===== src/rtl/vga_pkg.sv =====
// vga_pkg: shared definitions for the VGA overlay blocks.
//   - keyboard decoder codes (KEY_NONE means no key pressed)
//   - menu_state_t, the screen state shared with the menu text draw stage
//   - select_of(): maps a screen state onto the text ROM selection
package vga_pkg;

  localparam logic [3:0] KEY_NONE  = 4'h0;
  localparam logic [3:0] key_2     = 4'h2;
  localparam logic [3:0] key_3     = 4'h3;
  localparam logic [3:0] key_4     = 4'h4;
  localparam logic [3:0] KEY_UP    = 4'h8;
  localparam logic [3:0] KEY_DOWN  = 4'h9;
  localparam logic [3:0] KEY_ENTER = 4'hA;
  localparam logic [3:0] key_esc   = 4'hF;

  // The state encoding is not the ROM index; TEXT2/TEXT3 are swapped.
  typedef enum logic [1:0] {
    MENU  = 2'b00,
    TEXT1 = 2'b01,
    TEXT2 = 2'b11,
    TEXT3 = 2'b10
  } menu_state_t;

  function automatic logic [1:0] select_of(input menu_state_t s);
    case (s)
      TEXT1:   select_of = 2'b01;
      TEXT2:   select_of = 2'b10;
      TEXT3:   select_of = 2'b11;
      default: select_of = 2'b00;
    endcase
  endfunction

endpackage


===== src/rtl/key_event_filter.sv =====
// key_event_filter: turns a raw keyboard code into single debounced events.
// Ports:
//   clk, rst_n      clock, asynchronous active-low reset
//   key[3:0]        raw code from the keyboard decoder
//   key_evt         one-cycle pulse when a new key has been accepted
//   key_code[3:0]   accepted code, valid while key_evt is high
// A code is accepted after DEBOUNCE_CYCLES identical samples. After an event
// the filter disarms and re-arms only once KEY_NONE has been stable for the
// same number of samples, so a held key never repeats and a key held through
// reset must be released before it counts.
module key_event_filter
  import vga_pkg::*;
#(
  parameter int DEBOUNCE_CYCLES = 16
) (
  input  logic       clk,
  input  logic       rst_n,
  input  logic [3:0] key,
  output logic       key_evt,
  output logic [3:0] key_code
);

  localparam int CW = (DEBOUNCE_CYCLES > 1) ? $clog2(DEBOUNCE_CYCLES) : 1;
  localparam logic [CW-1:0] CNT_MAX = CW'(DEBOUNCE_CYCLES - 1);

  logic [3:0]    key_q;
  logic [CW-1:0] stable_cnt;
  logic          armed;
  logic          settled;

  assign settled  = (stable_cnt == CNT_MAX);
  assign key_evt  = settled && (key_q != KEY_NONE) && armed;
  assign key_code = key_q;

  always_ff @(posedge clk or negedge rst_n) begin
    if (!rst_n) begin
      key_q      <= KEY_NONE;
      stable_cnt <= '0;
      armed      <= 1'b0;
    end else begin
      key_q <= key;
      if (key != key_q)
        stable_cnt <= '0;
      else if (!settled)
        stable_cnt <= stable_cnt + CW'(1);

      if (key_evt)
        armed <= 1'b0;
      else if (settled && key_q == KEY_NONE)
        armed <= 1'b1;
    end
  end

endmodule


===== src/rtl/menu_ctrl.sv =====
// menu_ctrl: menu navigation controller for the text overlay renderer.
// Ports:
//   clk, rst_n          pixel clock, asynchronous active-low reset
//   key[3:0]            raw key code from the keyboard decoder
//   vblnk               vertical blank from the timing chain
//   select_text[1:0]    text ROM selection (MENU=0, TEXT1..3=1..3)
//   menu_state[1:0]     menu_state_t for the draw stage
//   cursor[1:0]         highlighted menu entry, 0..2
//   frame_update        one-cycle pulse when menu_state or cursor changed
// Key events are held in a one-entry pending register (latest wins) and are
// applied only at the rising edge of vblnk, so outputs never change mid-frame.
//
// state | meaning
// MENU  | menu screen, cursor navigates entries 0..2
// TEXT1 | text page 1, ESC returns with cursor 0
// TEXT2 | text page 2, ESC returns with cursor 1
// TEXT3 | text page 3, ESC returns with cursor 2
module menu_ctrl
  import vga_pkg::*;
#(
  parameter int DEBOUNCE_CYCLES = 16,
  parameter int TIMEOUT_FRAMES  = 600,
  parameter int TO_W            = 10
) (
  input  logic       clk,
  input  logic       rst_n,
  input  logic [3:0] key,
  input  logic       vblnk,
  output logic [1:0] select_text,
  output logic [1:0] menu_state,
  output logic [1:0] cursor,
  output logic       frame_update
);

  localparam int TO_LAST_I = (TIMEOUT_FRAMES > 0) ? TIMEOUT_FRAMES - 1 : 0;
  localparam logic [TO_W-1:0] TO_LAST = TO_LAST_I[TO_W-1:0];

  logic            key_evt;
  logic [3:0]      key_code;
  logic            vblnk_q;
  logic            fe;
  logic            pend_valid;
  logic [3:0]      pend_code;
  menu_state_t     state, nxt_state;
  logic [1:0]      cursor_r, nxt_cursor;
  logic [TO_W-1:0] to_cnt;
  logic            timeout_hit;
  logic            changed;

  key_event_filter #(.DEBOUNCE_CYCLES(DEBOUNCE_CYCLES)) u_filter (
    .clk      (clk),
    .rst_n    (rst_n),
    .key      (key),
    .key_evt  (key_evt),
    .key_code (key_code)
  );

  assign fe          = vblnk & ~vblnk_q;
  assign timeout_hit = (TIMEOUT_FRAMES != 0) && (state != MENU) && (to_cnt == TO_LAST);
  assign changed     = (nxt_state != state) || (nxt_cursor != cursor_r);
  assign menu_state  = state;
  assign cursor      = cursor_r;

  always_comb begin
    nxt_state  = state;
    nxt_cursor = cursor_r;
    if (fe) begin
      if (pend_valid) begin
        if (state == MENU) begin
          case (pend_code)
            key_2:     nxt_state = TEXT1;
            key_3:     nxt_state = TEXT2;
            key_4:     nxt_state = TEXT3;
            KEY_UP:    if (cursor_r != 2'd0) nxt_cursor = cursor_r - 2'd1;
            KEY_DOWN:  if (cursor_r != 2'd2) nxt_cursor = cursor_r + 2'd1;
            KEY_ENTER: begin
              case (cursor_r)
                2'd0:    nxt_state = TEXT1;
                2'd1:    nxt_state = TEXT2;
                default: nxt_state = TEXT3;
              endcase
            end
            default: ;
          endcase
        end else if (pend_code == key_esc) begin
          nxt_state = MENU;
          case (state)
            TEXT1:   nxt_cursor = 2'd0;
            TEXT2:   nxt_cursor = 2'd1;
            default: nxt_cursor = 2'd2;
          endcase
        end
      end else if (timeout_hit) begin
        nxt_state = MENU;
      end
    end
  end

  always_ff @(posedge clk or negedge rst_n) begin
    if (!rst_n) begin
      vblnk_q      <= 1'b0;
      pend_valid   <= 1'b0;
      pend_code    <= KEY_NONE;
      state        <= MENU;
      cursor_r     <= 2'd0;
      select_text  <= 2'b00;
      frame_update <= 1'b0;
      to_cnt       <= '0;
    end else begin
      vblnk_q <= vblnk;

      // A new event in the same cycle as fe is kept for the next frame;
      // the command applied at this fe is the one already pending.
      if (key_evt) begin
        pend_valid <= 1'b1;
        pend_code  <= key_code;
      end else if (fe) begin
        pend_valid <= 1'b0;
      end

      state        <= nxt_state;
      cursor_r     <= nxt_cursor;
      select_text  <= select_of(nxt_state);
      frame_update <= changed;

      if (state == MENU || key_evt || changed)
        to_cnt <= '0;
      else if (fe && !pend_valid)
        to_cnt <= to_cnt + TO_W'(1);
    end
  end

endmodule


===== config.mk =====
export PLATFORM = sky130hd
export DESIGN_NAME = menu_ctrl
export DESIGN_NICKNAME = d
export VERILOG_FILES = /design/src/rtl/vga_pkg.sv /design/src/rtl/key_event_filter.sv /design/src/rtl/menu_ctrl.sv
export SDC_FILE = /design/constraint.sdc
export NUM_CORES = 1
export LEC_CHECK = 0
export BUFFER_PORTS_ARGS = -buffer_cell sky130_fd_sc_hd__buf_2
export CORE_MARGIN = 2
export CORE_UTILIZATION = 45
export DETAILED_ROUTE_END_ITERATION = 10
export HOLD_SLACK_MARGIN = 0.06
export PLACE_DENSITY = 0.7
export SYNTH_ARGS = -nofsm -noshare
export SYNTH_HDL_FRONTEND = slang
export SYNTH_SLANG_ARGS = --single-unit

===== constraint.sdc =====
create_clock -name clk -period 2.7 [get_ports clk]
set_input_delay 0.135 -clock clk [delete_from_list [all_inputs] [get_ports clk]]
set_output_delay 0.135 -clock clk [all_outputs]
set_load 0.01 [all_outputs]

# Yosys cells after proc, flatten, opt, wreduce, memory -nomap -nowiden
# Cells that the tools add are included.
dict set report totals {
  reg_bits 32
  input_bits 7
  output_inout_bits 7
}
dict set report classes {
  eq_ne 20
  addsub 4
  n_reduce_logical 18
  mux 24
  n_bitwise 2
}
# operator n
set ops {}
lappend ops {{$mux W2} 11}
lappend ops {{$eq A4 B4 Y1 const B} 5}
lappend ops {{$mux W10} 2}
lappend ops {{$pmux W2 S2} 3}
lappend ops {{$add A10 B1 Y10 const B} 1}
lappend ops {{$eq A10 B10 Y1 const B} 1}
lappend ops {{$reduce_bool A2 Y1} 5}
lappend ops {{$eq A4 B2 Y1 const B} 2}
lappend ops {{$mux W4} 2}
lappend ops {{$pmux W2 S4} 1}
lappend ops {{$eq A2 B1 Y1 const B} 3}
lappend ops {{$eq A2 B2 Y1 const B} 3}
lappend ops {{$pmux W2 S3} 1}
lappend ops {{$logic_and A1 B1 Y1} 5}
lappend ops {{$add A4 B1 Y4 const B} 1}
lappend ops {{$eq A4 B3 Y1 const B} 1}
lappend ops {{$logic_not A2 Y1} 2}
lappend ops {{$logic_not A4 Y1} 1}
lappend ops {{$mux W1} 4}
lappend ops {{$ne A2 B2 Y1} 2}
lappend ops {{$ne A2 B2 Y1 const B} 2}
lappend ops {{$ne A4 B4 Y1} 1}
lappend ops {{$reduce_bool A4 Y1} 1}
lappend ops {{$logic_or A1 B1 Y1} 3}
lappend ops {{other kinds (5)} 5}

# Logic depth before layout (Yosys ltp)
dict set report logic_depth {
  word_depth 10
  ltp_mapped 8
}

# By module
# A second synthesis with hierarchy kept.
dict set report unflattened {
  cells_unflattened 170
  hier_area_um2 1764.2
}
# module area_each_um2 cells_each instances
set by_module_without_submodules {}
lappend by_module_without_submodules {menu_ctrl 1386.3 137 1}
lappend by_module_without_submodules {key_event_filter 377.9 33 1}

# Least setup slack after synthesis
# Ideal clock, no wire load.
dict set report synth_path {
  path_kind {reg2reg}
  from {reg cursor_r[0], in the netlist cursor[0]}
  to {reg select_text[0]}
  arrival_ns 2.043
  path_slack_ns 0.525
  stages_incl_launch_ff 9
  cell_sequence {dfrtp_1 -> clkbuf_1 -> inv_1 -> ha_1 -> or3b_1 -> a211o_1 -> a21oi_2 -> mux2i_1 -> o211ai_1}
}
dict set report synth_via {
  elab_chain_len 8
}
# item line
set synth_lines {}
lappend synth_lines {{start: declaration} menu_ctrl.sv:45} ;# logic [1:0] cursor_r, nxt_cursor;
lappend synth_lines {{start signal: assignment} menu_ctrl.sv:122} ;# cursor_r <= nxt_cursor;
lappend synth_lines {{$eq A2 B1 Y1 / $logic_not A2 Y1 (equally long branches)} menu_ctrl.sv:77} ;# case (cursor_r)
lappend synth_lines {{$pmux W2 S2 *} menu_ctrl.sv:77}
lappend synth_lines {{$pmux W2 S4 *} menu_ctrl.sv:70} ;# case (pend_code)
lappend synth_lines {{$mux W2 *} menu_ctrl.sv:69} ;# if (state == MENU) begin
lappend synth_lines {{$mux W2 *} menu_ctrl.sv:68} ;# if (pend_valid) begin
lappend synth_lines {{$mux W2 *} menu_ctrl.sv:67} ;# if (fe) begin
lappend synth_lines {{$eq A2 B2 Y1 / $eq A2 B1 Y1 (equally long branches)} vga_pkg.sv:25} ;# case (s)
lappend synth_lines {{$pmux W2 S3 *} vga_pkg.sv:25}
lappend synth_lines {{end signal: assignment} menu_ctrl.sv:123} ;# select_text <= select_of(nxt_state);
lappend synth_lines {{end: declaration} menu_ctrl.sv:29} ;# output logic [1:0] select_text,
# Mark *: on every way between the ends. The rest lies on a longest branch, timed or not.
# A chain may end at the register's enable or synchronous reset.

# Worst setup path after layout
# Ends and elaborated chain as after synthesis.

==> key figures <==
Routing
  • Antenna Nets Post-Route: 0
  • DRT Wirelength: 3340 um
  • Top Layer Used: met4
  • Met1 wire length: 1490 um
  • Initial drt markers: 57
  • Vias/cell: 5.40
  • Drt pass-1 iters: 4
  • Remaining DRCs: 0
  • DR WL met3: 164 um
  • WL met2: 1640 um
  • Routed length per placed instance: 13.9 um
  • Via count: 1297

Floorplan
  • Starting Density: 0.469
  • I/O Pins: 14
  • FP Rows: 22
  • Die Y: 66.0 um
  • Core ar.: 0.00369 mm^2
  • Die area: 0.00435 mm^2
  • Width of the die: 66.0 um

Worst setup path
  • Max FO, Critical Path: 9
  • CP startpoint kind: flop
  • Reg2reg setup slack: 0.53 ns
  • Crit-path leading delay family: compound AO/OA/AOI/OAI gates
  • Worst EP arrival: 2.31 ns
  • WS Path Type: reg2reg
  • Max stage delay on crit path: 0.52 ns
  • Setup crit end kind: flop
  • CP Buf/Inv Count: 1
  • Critical path, cell by cell: inv_1 -> ha_1 -> or3b_1 -> a211o_1 -> a21oi_2 -> mux2i_1 -> o211ai_1
  • Crit path required time: 2.84 ns
  • Critical-path top delay cell: dfrtp_1

Timing
  • RSZ-0062 raised after global routing: false
  • Max Clock Freq: 460 MHz
  • Slew Viols, Final: 0
  • Final setup viols: 0
  • Slew of the pin with the lowest slew margin: 0.680 ns
  • Slew HR: 0.547
  • Post-Route Setup TNS: 0 ns
  • Setup Skew: 0.0110 ns
  • Setup WS post-layout: 0.528 ns
  • Final min period: 2.17 ns
  • Fin crit share: 0.805
  • Final Hold Fails: 0

Yosys
  • Post-synthesis xor/xnor area fraction: 0.0810
  • Mapped cell area: 0.00173 mm^2
  • Syn avg cell area: 10.1 um^2
  • Syn. warnings: 0
  • Area share of fa/ha/maj cells after synthesis: 0.0507
  • Post-synthesis simple-gate area fraction: 0.220
  • Mux contribution to synthesized area: 0.0550
  • Post-Syn Nets: 186
  • Yosys reg bits: 31
  • Synth Flop Type: dfrtp_1
  • Post-synthesis compound-gate area fraction: 0.109
  • Seq/Total Area, Yosys: 0.449
  • Fraction of registers with async set/reset: 1.00
  • Synthesized instance count: 172
  • Main combinational cell family by area after synthesis: simple AND/OR/NAND/NOR gates
  • Post-synth EDFFs: 0
  • Distinct cells, synth: 49

Layout
  • Post-layout util: 0.538
  • Commonest cells after routing, fill and taps aside: 31 x dfrtp_1, 22 x nor2_1, 14 x nand2_1
  • Finished Layout Cells: 240
  • Area Growth Syn to Fin: 14.8%
  • Ant. Diodes: 0
  • NumNets Final: 205
  • Commonest non-fill, non-tap cell in the layout: dfrtp_1
  • Layout cells sized above 1: 0.161

Power and ir drop
  • Worst ir drop on vdd: 0.000343 V
  • LEAKAGE: 0.860 nW
  • PwrDens: 492 mW/mm^2
  • Total power: 976 uW

Placed design
  • Pre-CTS WS: 0.535 ns
  • Gpl congestion: 0.801
  • Post-placement cell count: 226
  • Port bufs: 13
  • Hpwl dp: 2400 um

Global routing
  • Global-route wire length before repair: 5870 um
  • All-Layer GR Usage: 0.177
  • Antenna violations before repair: 0
  • Grt total ovfl: 0
  • Number of global-route vias before repair: 1322
  • Largest net degree at the start of global routing: 32

Run
  • Max-Cap Viols: 0

Clocking
  • Post-cts sizing count: 0
  • CTS sink cnt: 31
  • CTS tree: done
  • Clock-pin slew on the worst setup and hold paths: 0.07 ns
  • CTS Buffer Depth: 2
  • Clk_lat worst skew: 0.28 ns
  • Htree depth: 2
  • Post-CTS Setup Bufs: 0
  • CTS buffer count: 5
  • Clock root buffer: clkbuf_8

Min path
  • Hold Path Class: in2async

Run status
  • Outcome: completed
repair_timing:
action	4_1_cts	5_1_grt
hold endpoints to repair	36	0
hold buffers	6	0
endpoints found under the setup margin	0	0
where the power goes:
part	internal [mW]	switching [mW]	total (mW)
registers	0.469	0.00509	0.474
logic	0.0165	0.0186	0.0351
clock network	0.298	0.169	0.467
total	0.784	0.192	0.976
final timing paths:
check	from	endpoint	cells past startpoint
max in group asynchronous	rst_n	to_cnt[7]$_DFFE_PN0P_	2
worst max register to register	cursor[0]$_DFF_PN0_	select_text[0]$_DFF_PN0_	7
worst min register to register	u_filter.stable_cnt[3]$_DFFE_PN0P_	u_filter.stable_cnt[3]$_DFFE_PN0P_	1
worst max-delay path	cursor[0]$_DFF_PN0_	select_text[0]$_DFF_PN0_	7
worst min-delay path	rst_n	pend_code[0]$_DFFE_PN0P_	2
min in group clk	u_filter.stable_cnt[3]$_DFFE_PN0P_	u_filter.stable_cnt[3]$_DFFE_PN0P_	1
cell families (layout without fill, tap and decap cells):
family | after synthesis | after routing
compound gates | 27 | 27
xor+xnor | 16 | 16
fa+ha+maj | 7 | 7
buf+inv | 11 | 31
flops | 31 | 31
mux | 9 | 9
simple gates | 71 | 71
stage by stage:
stage                     hold WS (ns)  instance area (um^2)
after floorplan                 -0.161                  1730
after global placement           0.210                  1810
after detailed placement         0.222                  1810
after CTS                        0.463                  1980
after global routing             0.499                  1980
final                            0.422                  1980
cell usage after synthesis (all sizes together) (2+ instances only):
cell,n,area (um^2)
dfrtp,31,776
nor2,22,82.6
nand2,15,58.8
nand3,9,45.0
xnor2,8,70.1
xor2,8,70.1
ha,7,87.6
a21oi,6,33.8
buf,5,38.8
mux2i,5,50.1
o21ai,5,25.0
inv,4,15.0
mux2,4,45.0
a211oi,3,27.5
and3,3,18.8
nor3b,3,27.5
a211o,2,17.5
a21o,2,15.0
a31oi,2,12.5
clkbuf,2,8.75
nand2b,2,12.5
nand3b,2,15.0
nand4,2,12.5
nor3,2,10.0
nor4,2,18.8
or4bb,2,22.5
registers in the layout, indices dropped and copies added, names as in the netlist:
register and cells:
cursor 2, frame_update 1, menu_state 1, pend_code 4, pend_valid 1, select_text 2
to_cnt 10, u_filter.armed 1, u_filter.key_code 4, u_filter.stable_cnt 4, vblnk_q 1
layer usage:
metal / track usage / up-vias
met3: 0.0511 / 7
met2: 0.314 / 30
met4: 0.0536 / 0
met1: 0.207 / 622
li1: - / 638
met5: 0 / -
area by class of cell:
cell class	count	area, um^2
fillers	333	1700
multi-input cells	130	891
flip-flops and latches	31	776
repair buffers	19	125
clock buffers	6	82.6
well taps	48	60.1
clock inverters	2	35.0
inverters	4	15.0
No activity file was read; power rests on OpenSTA's default activity.
